## src/rtl/id_ex_if.sv

```systemverilog
// Decode-to-execute bundle: decoded instruction in, registered copy and
// upstream stall/enable controls out.
interface id_ex_if #(
  parameter int XLEN  = 32,
  parameter int CNT_W = 16
);
  logic            id_valid;
  logic [XLEN-1:0] id_pc, id_rs1_data, id_rs2_data, id_imm;
  logic [4:0]      id_rs1, id_rs2, id_rd;
  logic            id_uses_rs1, id_uses_rs2;
  logic [2:0]      id_funct3;
  logic            id_inst30;
  logic [1:0]      id_alu_op;
  logic            id_reg_write, id_mem_read, id_mem_write;
  logic            id_mem_to_reg, id_branch, id_alu_src;
  logic            flush, hold;

  logic            ex_valid;
  logic [XLEN-1:0] ex_pc, ex_rs1_data, ex_rs2_data, ex_imm;
  logic [4:0]      ex_rs1, ex_rs2, ex_rd;
  logic            ex_uses_rs1, ex_uses_rs2;
  logic [2:0]      ex_funct3;
  logic            ex_inst30;
  logic [1:0]      ex_alu_op;
  logic            ex_reg_write, ex_mem_read, ex_mem_write;
  logic            ex_mem_to_reg, ex_branch, ex_alu_src;
  logic            stall, pc_write, if_id_write;
  logic [CNT_W-1:0] bubble_count;

  modport master (
    output id_valid, id_pc, id_rs1_data, id_rs2_data, id_imm, id_rs1, id_rs2, id_rd,
           id_uses_rs1, id_uses_rs2, id_funct3, id_inst30, id_alu_op, id_reg_write,
           id_mem_read, id_mem_write, id_mem_to_reg, id_branch, id_alu_src, flush, hold,
    input  ex_valid, ex_pc, ex_rs1_data, ex_rs2_data, ex_imm, ex_rs1, ex_rs2, ex_rd,
           ex_uses_rs1, ex_uses_rs2, ex_funct3, ex_inst30, ex_alu_op, ex_reg_write,
           ex_mem_read, ex_mem_write, ex_mem_to_reg, ex_branch, ex_alu_src,
           stall, pc_write, if_id_write, bubble_count
  );

  modport slave (
    input  id_valid, id_pc, id_rs1_data, id_rs2_data, id_imm, id_rs1, id_rs2, id_rd,
           id_uses_rs1, id_uses_rs2, id_funct3, id_inst30, id_alu_op, id_reg_write,
           id_mem_read, id_mem_write, id_mem_to_reg, id_branch, id_alu_src, flush, hold,
    output ex_valid, ex_pc, ex_rs1_data, ex_rs2_data, ex_imm, ex_rs1, ex_rs2, ex_rd,
           ex_uses_rs1, ex_uses_rs2, ex_funct3, ex_inst30, ex_alu_op, ex_reg_write,
           ex_mem_read, ex_mem_write, ex_mem_to_reg, ex_branch, ex_alu_src,
           stall, pc_write, if_id_write, bubble_count
  );
endinterface

```

## src/rtl/id_ex_stage.sv

```systemverilog
// ID/EX pipeline register with load-use hazard detection, bubble insertion
// and a saturating bubble counter for performance debug.
module id_ex_stage #(
  parameter int XLEN  = 32,
  parameter int CNT_W = 16
) (
  input logic   clk,
  input logic   rst,
  id_ex_if.slave bus
);
  typedef struct packed {
    logic            valid;
    logic [XLEN-1:0] pc;
    logic [XLEN-1:0] rs1_data;
    logic [XLEN-1:0] rs2_data;
    logic [XLEN-1:0] imm;
    logic [4:0]      rs1;
    logic [4:0]      rs2;
    logic [4:0]      rd;
    logic            uses_rs1;
    logic            uses_rs2;
    logic [2:0]      funct3;
    logic            inst30;
    logic [1:0]      alu_op;
    logic            reg_write;
    logic            mem_read;
    logic            mem_write;
    logic            mem_to_reg;
    logic            branch;
    logic            alu_src;
  } stage_t;

  stage_t           stage_q, stage_d, id_s;
  logic [CNT_W-1:0] cnt_q, cnt_d;
  logic             stall_d, bump_d, rs_match_d;

  always_comb begin
    id_s = '{valid: bus.id_valid, pc: bus.id_pc, rs1_data: bus.id_rs1_data,
             rs2_data: bus.id_rs2_data, imm: bus.id_imm, rs1: bus.id_rs1,
             rs2: bus.id_rs2, rd: bus.id_rd, uses_rs1: bus.id_uses_rs1,
             uses_rs2: bus.id_uses_rs2, funct3: bus.id_funct3, inst30: bus.id_inst30,
             alu_op: bus.id_alu_op, reg_write: bus.id_reg_write,
             mem_read: bus.id_mem_read, mem_write: bus.id_mem_write,
             mem_to_reg: bus.id_mem_to_reg, branch: bus.id_branch,
             alu_src: bus.id_alu_src};

    // A bubble (all zeros) has valid=0 and rd=0, so it can never be a hazard source.
    rs_match_d = (bus.id_uses_rs1 && (stage_q.rd == bus.id_rs1)) ||
                 (bus.id_uses_rs2 && (stage_q.rd == bus.id_rs2));
    stall_d = bus.id_valid && !bus.flush && stage_q.valid && stage_q.mem_read &&
              (stage_q.rd != 5'd0) && rs_match_d;

    stage_d = stage_q;
    bump_d  = 1'b0;
    if (bus.flush) begin
      stage_d = '0;
      bump_d  = 1'b1;
    end else if (bus.hold) begin
      stage_d = stage_q;
    end else if (stall_d) begin
      stage_d = '0;
      bump_d  = 1'b1;
    end else begin
      stage_d = id_s;
    end

    cnt_d = (bump_d && !(&cnt_q)) ? cnt_q + 1'b1 : cnt_q;
  end

  always_ff @(posedge clk) begin
    if (rst) begin
      stage_q <= '0;
      cnt_q   <= '0;
    end else begin
      stage_q <= stage_d;
      cnt_q   <= cnt_d;
    end
  end

  assign bus.ex_valid      = stage_q.valid;
  assign bus.ex_pc         = stage_q.pc;
  assign bus.ex_rs1_data   = stage_q.rs1_data;
  assign bus.ex_rs2_data   = stage_q.rs2_data;
  assign bus.ex_imm        = stage_q.imm;
  assign bus.ex_rs1        = stage_q.rs1;
  assign bus.ex_rs2        = stage_q.rs2;
  assign bus.ex_rd         = stage_q.rd;
  assign bus.ex_uses_rs1   = stage_q.uses_rs1;
  assign bus.ex_uses_rs2   = stage_q.uses_rs2;
  assign bus.ex_funct3     = stage_q.funct3;
  assign bus.ex_inst30     = stage_q.inst30;
  assign bus.ex_alu_op     = stage_q.alu_op;
  assign bus.ex_reg_write  = stage_q.reg_write;
  assign bus.ex_mem_read   = stage_q.mem_read;
  assign bus.ex_mem_write  = stage_q.mem_write;
  assign bus.ex_mem_to_reg = stage_q.mem_to_reg;
  assign bus.ex_branch     = stage_q.branch;
  assign bus.ex_alu_src    = stage_q.alu_src;
  assign bus.stall         = stall_d;
  assign bus.pc_write      = !stall_d && !bus.hold;
  assign bus.if_id_write   = !stall_d && !bus.hold;
  assign bus.bubble_count  = cnt_q;
endmodule
```

## src/flat_wrapper.sv

```systemverilog
// flat-port wrapper written by rule: the top's interface ports become plain ports
module id_ex_stage_flat 
#(
  parameter int XLEN  = 32,
  parameter int CNT_W = 16
)
  (clk, rst, bus_id_valid, bus_id_pc, bus_id_rs1_data, bus_id_rs2_data, bus_id_imm, bus_id_rs1, bus_id_rs2, bus_id_rd, bus_id_uses_rs1, bus_id_uses_rs2, bus_id_funct3, bus_id_inst30, bus_id_alu_op, bus_id_reg_write, bus_id_mem_read, bus_id_mem_write, bus_id_mem_to_reg, bus_id_branch, bus_id_alu_src, bus_flush, bus_hold, bus_ex_valid, bus_ex_pc, bus_ex_rs1_data, bus_ex_rs2_data, bus_ex_imm, bus_ex_rs1, bus_ex_rs2, bus_ex_rd, bus_ex_uses_rs1, bus_ex_uses_rs2, bus_ex_funct3, bus_ex_inst30, bus_ex_alu_op, bus_ex_reg_write, bus_ex_mem_read, bus_ex_mem_write, bus_ex_mem_to_reg, bus_ex_branch, bus_ex_alu_src, bus_stall, bus_pc_write, bus_if_id_write, bus_bubble_count);
  id_ex_if #(.XLEN(XLEN), .CNT_W(CNT_W)) bus_i ();
  input logic clk;
  input logic rst;
  input wire logic [$bits(bus_i.id_valid)-1:0] bus_id_valid;
  input wire logic [$bits(bus_i.id_pc)-1:0] bus_id_pc;
  input wire logic [$bits(bus_i.id_rs1_data)-1:0] bus_id_rs1_data;
  input wire logic [$bits(bus_i.id_rs2_data)-1:0] bus_id_rs2_data;
  input wire logic [$bits(bus_i.id_imm)-1:0] bus_id_imm;
  input wire logic [$bits(bus_i.id_rs1)-1:0] bus_id_rs1;
  input wire logic [$bits(bus_i.id_rs2)-1:0] bus_id_rs2;
  input wire logic [$bits(bus_i.id_rd)-1:0] bus_id_rd;
  input wire logic [$bits(bus_i.id_uses_rs1)-1:0] bus_id_uses_rs1;
  input wire logic [$bits(bus_i.id_uses_rs2)-1:0] bus_id_uses_rs2;
  input wire logic [$bits(bus_i.id_funct3)-1:0] bus_id_funct3;
  input wire logic [$bits(bus_i.id_inst30)-1:0] bus_id_inst30;
  input wire logic [$bits(bus_i.id_alu_op)-1:0] bus_id_alu_op;
  input wire logic [$bits(bus_i.id_reg_write)-1:0] bus_id_reg_write;
  input wire logic [$bits(bus_i.id_mem_read)-1:0] bus_id_mem_read;
  input wire logic [$bits(bus_i.id_mem_write)-1:0] bus_id_mem_write;
  input wire logic [$bits(bus_i.id_mem_to_reg)-1:0] bus_id_mem_to_reg;
  input wire logic [$bits(bus_i.id_branch)-1:0] bus_id_branch;
  input wire logic [$bits(bus_i.id_alu_src)-1:0] bus_id_alu_src;
  input wire logic [$bits(bus_i.flush)-1:0] bus_flush;
  input wire logic [$bits(bus_i.hold)-1:0] bus_hold;
  output wire logic [$bits(bus_i.ex_valid)-1:0] bus_ex_valid;
  output wire logic [$bits(bus_i.ex_pc)-1:0] bus_ex_pc;
  output wire logic [$bits(bus_i.ex_rs1_data)-1:0] bus_ex_rs1_data;
  output wire logic [$bits(bus_i.ex_rs2_data)-1:0] bus_ex_rs2_data;
  output wire logic [$bits(bus_i.ex_imm)-1:0] bus_ex_imm;
  output wire logic [$bits(bus_i.ex_rs1)-1:0] bus_ex_rs1;
  output wire logic [$bits(bus_i.ex_rs2)-1:0] bus_ex_rs2;
  output wire logic [$bits(bus_i.ex_rd)-1:0] bus_ex_rd;
  output wire logic [$bits(bus_i.ex_uses_rs1)-1:0] bus_ex_uses_rs1;
  output wire logic [$bits(bus_i.ex_uses_rs2)-1:0] bus_ex_uses_rs2;
  output wire logic [$bits(bus_i.ex_funct3)-1:0] bus_ex_funct3;
  output wire logic [$bits(bus_i.ex_inst30)-1:0] bus_ex_inst30;
  output wire logic [$bits(bus_i.ex_alu_op)-1:0] bus_ex_alu_op;
  output wire logic [$bits(bus_i.ex_reg_write)-1:0] bus_ex_reg_write;
  output wire logic [$bits(bus_i.ex_mem_read)-1:0] bus_ex_mem_read;
  output wire logic [$bits(bus_i.ex_mem_write)-1:0] bus_ex_mem_write;
  output wire logic [$bits(bus_i.ex_mem_to_reg)-1:0] bus_ex_mem_to_reg;
  output wire logic [$bits(bus_i.ex_branch)-1:0] bus_ex_branch;
  output wire logic [$bits(bus_i.ex_alu_src)-1:0] bus_ex_alu_src;
  output wire logic [$bits(bus_i.stall)-1:0] bus_stall;
  output wire logic [$bits(bus_i.pc_write)-1:0] bus_pc_write;
  output wire logic [$bits(bus_i.if_id_write)-1:0] bus_if_id_write;
  output wire logic [$bits(bus_i.bubble_count)-1:0] bus_bubble_count;
  assign bus_i.id_valid = bus_id_valid;
  assign bus_i.id_pc = bus_id_pc;
  assign bus_i.id_rs1_data = bus_id_rs1_data;
  assign bus_i.id_rs2_data = bus_id_rs2_data;
  assign bus_i.id_imm = bus_id_imm;
  assign bus_i.id_rs1 = bus_id_rs1;
  assign bus_i.id_rs2 = bus_id_rs2;
  assign bus_i.id_rd = bus_id_rd;
  assign bus_i.id_uses_rs1 = bus_id_uses_rs1;
  assign bus_i.id_uses_rs2 = bus_id_uses_rs2;
  assign bus_i.id_funct3 = bus_id_funct3;
  assign bus_i.id_inst30 = bus_id_inst30;
  assign bus_i.id_alu_op = bus_id_alu_op;
  assign bus_i.id_reg_write = bus_id_reg_write;
  assign bus_i.id_mem_read = bus_id_mem_read;
  assign bus_i.id_mem_write = bus_id_mem_write;
  assign bus_i.id_mem_to_reg = bus_id_mem_to_reg;
  assign bus_i.id_branch = bus_id_branch;
  assign bus_i.id_alu_src = bus_id_alu_src;
  assign bus_i.flush = bus_flush;
  assign bus_i.hold = bus_hold;
  assign bus_ex_valid = bus_i.ex_valid;
  assign bus_ex_pc = bus_i.ex_pc;
  assign bus_ex_rs1_data = bus_i.ex_rs1_data;
  assign bus_ex_rs2_data = bus_i.ex_rs2_data;
  assign bus_ex_imm = bus_i.ex_imm;
  assign bus_ex_rs1 = bus_i.ex_rs1;
  assign bus_ex_rs2 = bus_i.ex_rs2;
  assign bus_ex_rd = bus_i.ex_rd;
  assign bus_ex_uses_rs1 = bus_i.ex_uses_rs1;
  assign bus_ex_uses_rs2 = bus_i.ex_uses_rs2;
  assign bus_ex_funct3 = bus_i.ex_funct3;
  assign bus_ex_inst30 = bus_i.ex_inst30;
  assign bus_ex_alu_op = bus_i.ex_alu_op;
  assign bus_ex_reg_write = bus_i.ex_reg_write;
  assign bus_ex_mem_read = bus_i.ex_mem_read;
  assign bus_ex_mem_write = bus_i.ex_mem_write;
  assign bus_ex_mem_to_reg = bus_i.ex_mem_to_reg;
  assign bus_ex_branch = bus_i.ex_branch;
  assign bus_ex_alu_src = bus_i.ex_alu_src;
  assign bus_stall = bus_i.stall;
  assign bus_pc_write = bus_i.pc_write;
  assign bus_if_id_write = bus_i.if_id_write;
  assign bus_bubble_count = bus_i.bubble_count;
  id_ex_stage #(.XLEN(XLEN), .CNT_W(CNT_W)) u_core (.clk(clk), .rst(rst), .bus(bus_i));
endmodule
```

## config.mk

```make
export PLATFORM = sky130hd
export DESIGN_NAME = id_ex_stage_flat
export DESIGN_NICKNAME = d
export VERILOG_FILES = /design/src/rtl/id_ex_if.sv /design/src/rtl/id_ex_stage.sv /design/src/flat_wrapper.sv
export SDC_FILE = /design/constraint.sdc
export NUM_CORES = 1
export LEC_CHECK = 0
export CAP_MARGIN = 30
export CORE_MARGIN = 8
export CORE_UTILIZATION = 30
export CTS_CLUSTER_DIAMETER = 150
export CTS_CLUSTER_SIZE = 8
export DETAILED_ROUTE_END_ITERATION = 16
export PLACE_DENSITY = 0.71
export SYNTH_ARGS = -nofsm -noshare
export SYNTH_HDL_FRONTEND = slang
export SYNTH_SLANG_ARGS = --single-unit
```

## constraint.sdc

```tcl
create_clock -name clk -period 6 [get_ports clk]
set_clock_uncertainty 0.2 [all_clocks]
set_input_delay 1.2 -clock clk [delete_from_list [all_inputs] [get_ports clk]]
set_output_delay 1.2 -clock clk [all_outputs]
set_load 0.005 [all_outputs]
```

==> impl_metrics.json <==
{
  "outcome": "finished clean",
  "r2r_setup_slack_ns": 2.62,
  "syn_nets": 816,
  "final_cell_mix": "clkdlybuf4s50_1 (337), dfxtp_1 (174), nor2_1 (154), a22oi_2 (100), a22oi_1 (58)",
  "dieArea_mm2": 0.0279,
  "fin_crit_ns": 4.56,
  "finalHoldViolCount": 0,
  "ys_ff_latch": 174,
  "grtUsageTotal": 0.163,
  "h-tree-depth": 4,
  "crit_path_end": "bus_stall",
  "drv_cap": 0,
  "reg2reg_depth": 8,
  "clk_pin_slew_worst_paths_ns": 0.07,
  "synth.top_cell.area_share": 0.510,
  "num_rows": 55,
  "core_area_mm2": 0.0225,
  "synthTopCellsByArea": "dfxtp_1 (51%), a22oi_2 (18%), nor2_1 (8.5%), a22oi_1 (6.4%), buf_8 (2.0%)",
  "setup.worst_path.start": "bus_id_rs2[0]",
  "crit_fanout": 5,
  "overflow": 0,
  "p_total_mw": 2.64,
  "peakVddDrop_mv": 0.152,
  "final_area_mm2": 0.0108,
  "crit_path_end_kind": "output pin",
  "max_freq_ghz": 0.219,
  "drt-initial-drc-count": 412,
  "io_pins": 339,
  "dieWidth_um": 167,
  "utilization": 0.481,
  "routedWlPerCell_um": 18.5,
  "rsz0062_at_grt": "no",
  "layout-drive-gt1-share": 0.157,
  "cts_buffers": 17,
  "synthToLayoutAreaGrowth_pct": 58.5,
  "cts_setup_buffers": 0,
  "path_class": "primary input to output pin",
  "final_common_cell": "clkdlybuf4s50_1",
  "antenna_found_initial": 1,
  "fin_nets": 1122,
  "ys_warn_count": 0,
  "slew_violations": 0,
  "fin_crit_sh": 0.759,
  "num_vias": 6081,
  "drc_errors": 0,
  "synth_top_area_cell": "dfxtp_1",
  "fin_tns_setup_ns": 0,
  "grt_max_degree": 125,
  "grt_pass1_vias": 6256,
  "drt-total-wl_um": 23300,
  "start_util": 0.304,
  "hp-class": "flop to flop",
  "vias_per_cell": 4.84,
  "synth_area_mm2": 0.00683,
  "place_area_mm2": 0.0103,
  "hpwl_um": 16900,
  "regToRegStartpoint": "u_core.bus.ex_rd[1]$_SDFFE_PP0N_",
  "p_per_area_mw_per_mm2": 243,
  "insertedDiodeCount": 0,
  "die_h_um": 167,
  "cts_max_path_buffers": 2,
  "leakage_nw": 3.79,
  "maxSlewHeadroom": 0.376,
  "startpoint_type": "primary input",
  "detail-route-antenna-nets": 0,
  "grt_pass1_wl_um": 36300,
  "setup_viol_count_final": 0,
  "cts_hold_buf": 0,
  "cts_root_buf": "clkbuf_16",
  "ys_seq_area_frac": 0.510,
  "ctsResizeCount": 0,
  "avgSynthCellArea_um2": 10.5,
  "clock-sinks": 174,
  "arrival_ns": 3.16,
  "clk_latency_ns": 0.42,
  "worst_pin_slew_ns": 0.936,
  "yosysUniqueCellTypes": 40,
  "cp.required_ns": 4.60,
  "netlist_instances": 653,
  "dr.pass1.iters": 4,
  "r2r_end": "u_core.bus.ex_reg_write$_SDFFE_PP0N_",
  "cts_tree": "built",
  "portBuffers": 338,
  "gp_congestion": 0.799
}
-- critical path: stages --
cell and delay, ns:
clkdlybuf4s50_1 0.50, xnor2_1 0.15, nand4_1 0.21, o22ai_2 0.38, and3_1 0.21, clkdlybuf4s50_1 0.51
-- cell families after synthesis --
family	share of synthesized area
mux	0.00476
xor+xnor	0.0154
compound gates	0.279
buf+inv	0.0544
flops	0.510
simple gates	0.134
fa+ha+maj	0.00183
-- stage by stage --
step / std cells / worst slack (ns) / hold WS [ns]
2_1_floorplan: 653 / 2.37 / 0.277
3_3_place_gp: 1225 / 1.42 / 0.282
3_5_place_dp: 1225 / 1.43 / 0.292
4_1_cts: 1257 / 1.41 / 0.307
5_1_grt: 1257 / 1.36 / 0.325
6_report: 1257 / 1.44 / 0.306
-- power by group --
| part | leakage (nW) | switching (mW) | internal [mW] |
|---|---|---|---|
| registers | 1.42 | 0.0260 | 1.19 |
| clock network | 0.264 | 0.517 | 0.549 |
| logic | 2.11 | 0.144 | 0.211 |
| total | 3.79 | 0.688 | 1.95 |
-- cell usage after synthesis --
library cell,count
nand2_1,10
mux2_1,2
and2_1,1
dfxtp_1,174
a31o_2,1
and3_1,5
xnor2_1,11
a22oi_2,100
o21ai_1,2
ha_1,1
buf_2,15
nand4_1,5
nor2_1,154
o21ai_0,9
o22ai_2,1
o21a_1,1
a22oi_1,58
buf_6,2
buf_8,9
or4_1,3
or3_1,9
xor2_1,1
nor2b_1,3
and4_1,3
and3b_1,1
clkbuf_1,29
nand3_1,5
a21oi_2,1
o22a_1,1
buf_4,3
a31oi_4,1
nor3b_1,1
or2_2,1
a21oi_1,11
mux2i_1,1
inv_1,2
o31ai_1,3
o211a_1,1
a31oi_1,2
nor2_2,10
-- worst min-delay path by stage --
| stage | start | to | slack (ns) | depth (start not counted) |
|---|---|---|---|---|
| after floorplan | u_core.bus.bubble_count[5]$_SDFFE_PP0P_ | u_core.bus.bubble_count[5]$_SDFFE_PP0P_ | 0.28 | 2 |
| after global placement | u_core.bus.bubble_count[5]$_SDFFE_PP0P_ | u_core.bus.bubble_count[5]$_SDFFE_PP0P_ | 0.28 | 2 |
| after detailed placement | u_core.bus.bubble_count[8]$_SDFFE_PP0P_ | u_core.bus.bubble_count[8]$_SDFFE_PP0P_ | 0.29 | 2 |
| after CTS | u_core.bus.bubble_count[5]$_SDFFE_PP0P_ | u_core.bus.bubble_count[5]$_SDFFE_PP0P_ | 0.31 | 2 |
| after global routing | u_core.bus.bubble_count[5]$_SDFFE_PP0P_ | u_core.bus.bubble_count[5]$_SDFFE_PP0P_ | 0.32 | 2 |
| final | u_core.bus.bubble_count[8]$_SDFFE_PP0P_ | u_core.bus.bubble_count[8]$_SDFFE_PP0P_ | 0.31 | 2 |
-- metal layers --
| layer | wire length (um) | global-route usage |
|---|---|---|
| met1 | 9880 | 0.191 |
| met2 | 10500 | 0.258 |
| met3 | 2690 | 0.0844 |
| met4 | 238 | 0.0415 |
| met5 | 13 | 0 |
-- area by class of cell --
| class | instances | area (um^2) |
|---|---|---|
| Clock buffer | 19 | 433 |
| Sequential cell | 174 | 3480 |
| Clock inverter | 13 | 121 |
| Tap cell | 285 | 357 |
| Inverter | 2 | 7.51 |
| Fill cell | 2068 | 11700 |
| Timing Repair Buffer | 345 | 3450 |
| Multi-Input combinational cell | 419 | 2980 |
Power figures use the tool's default switching activity.
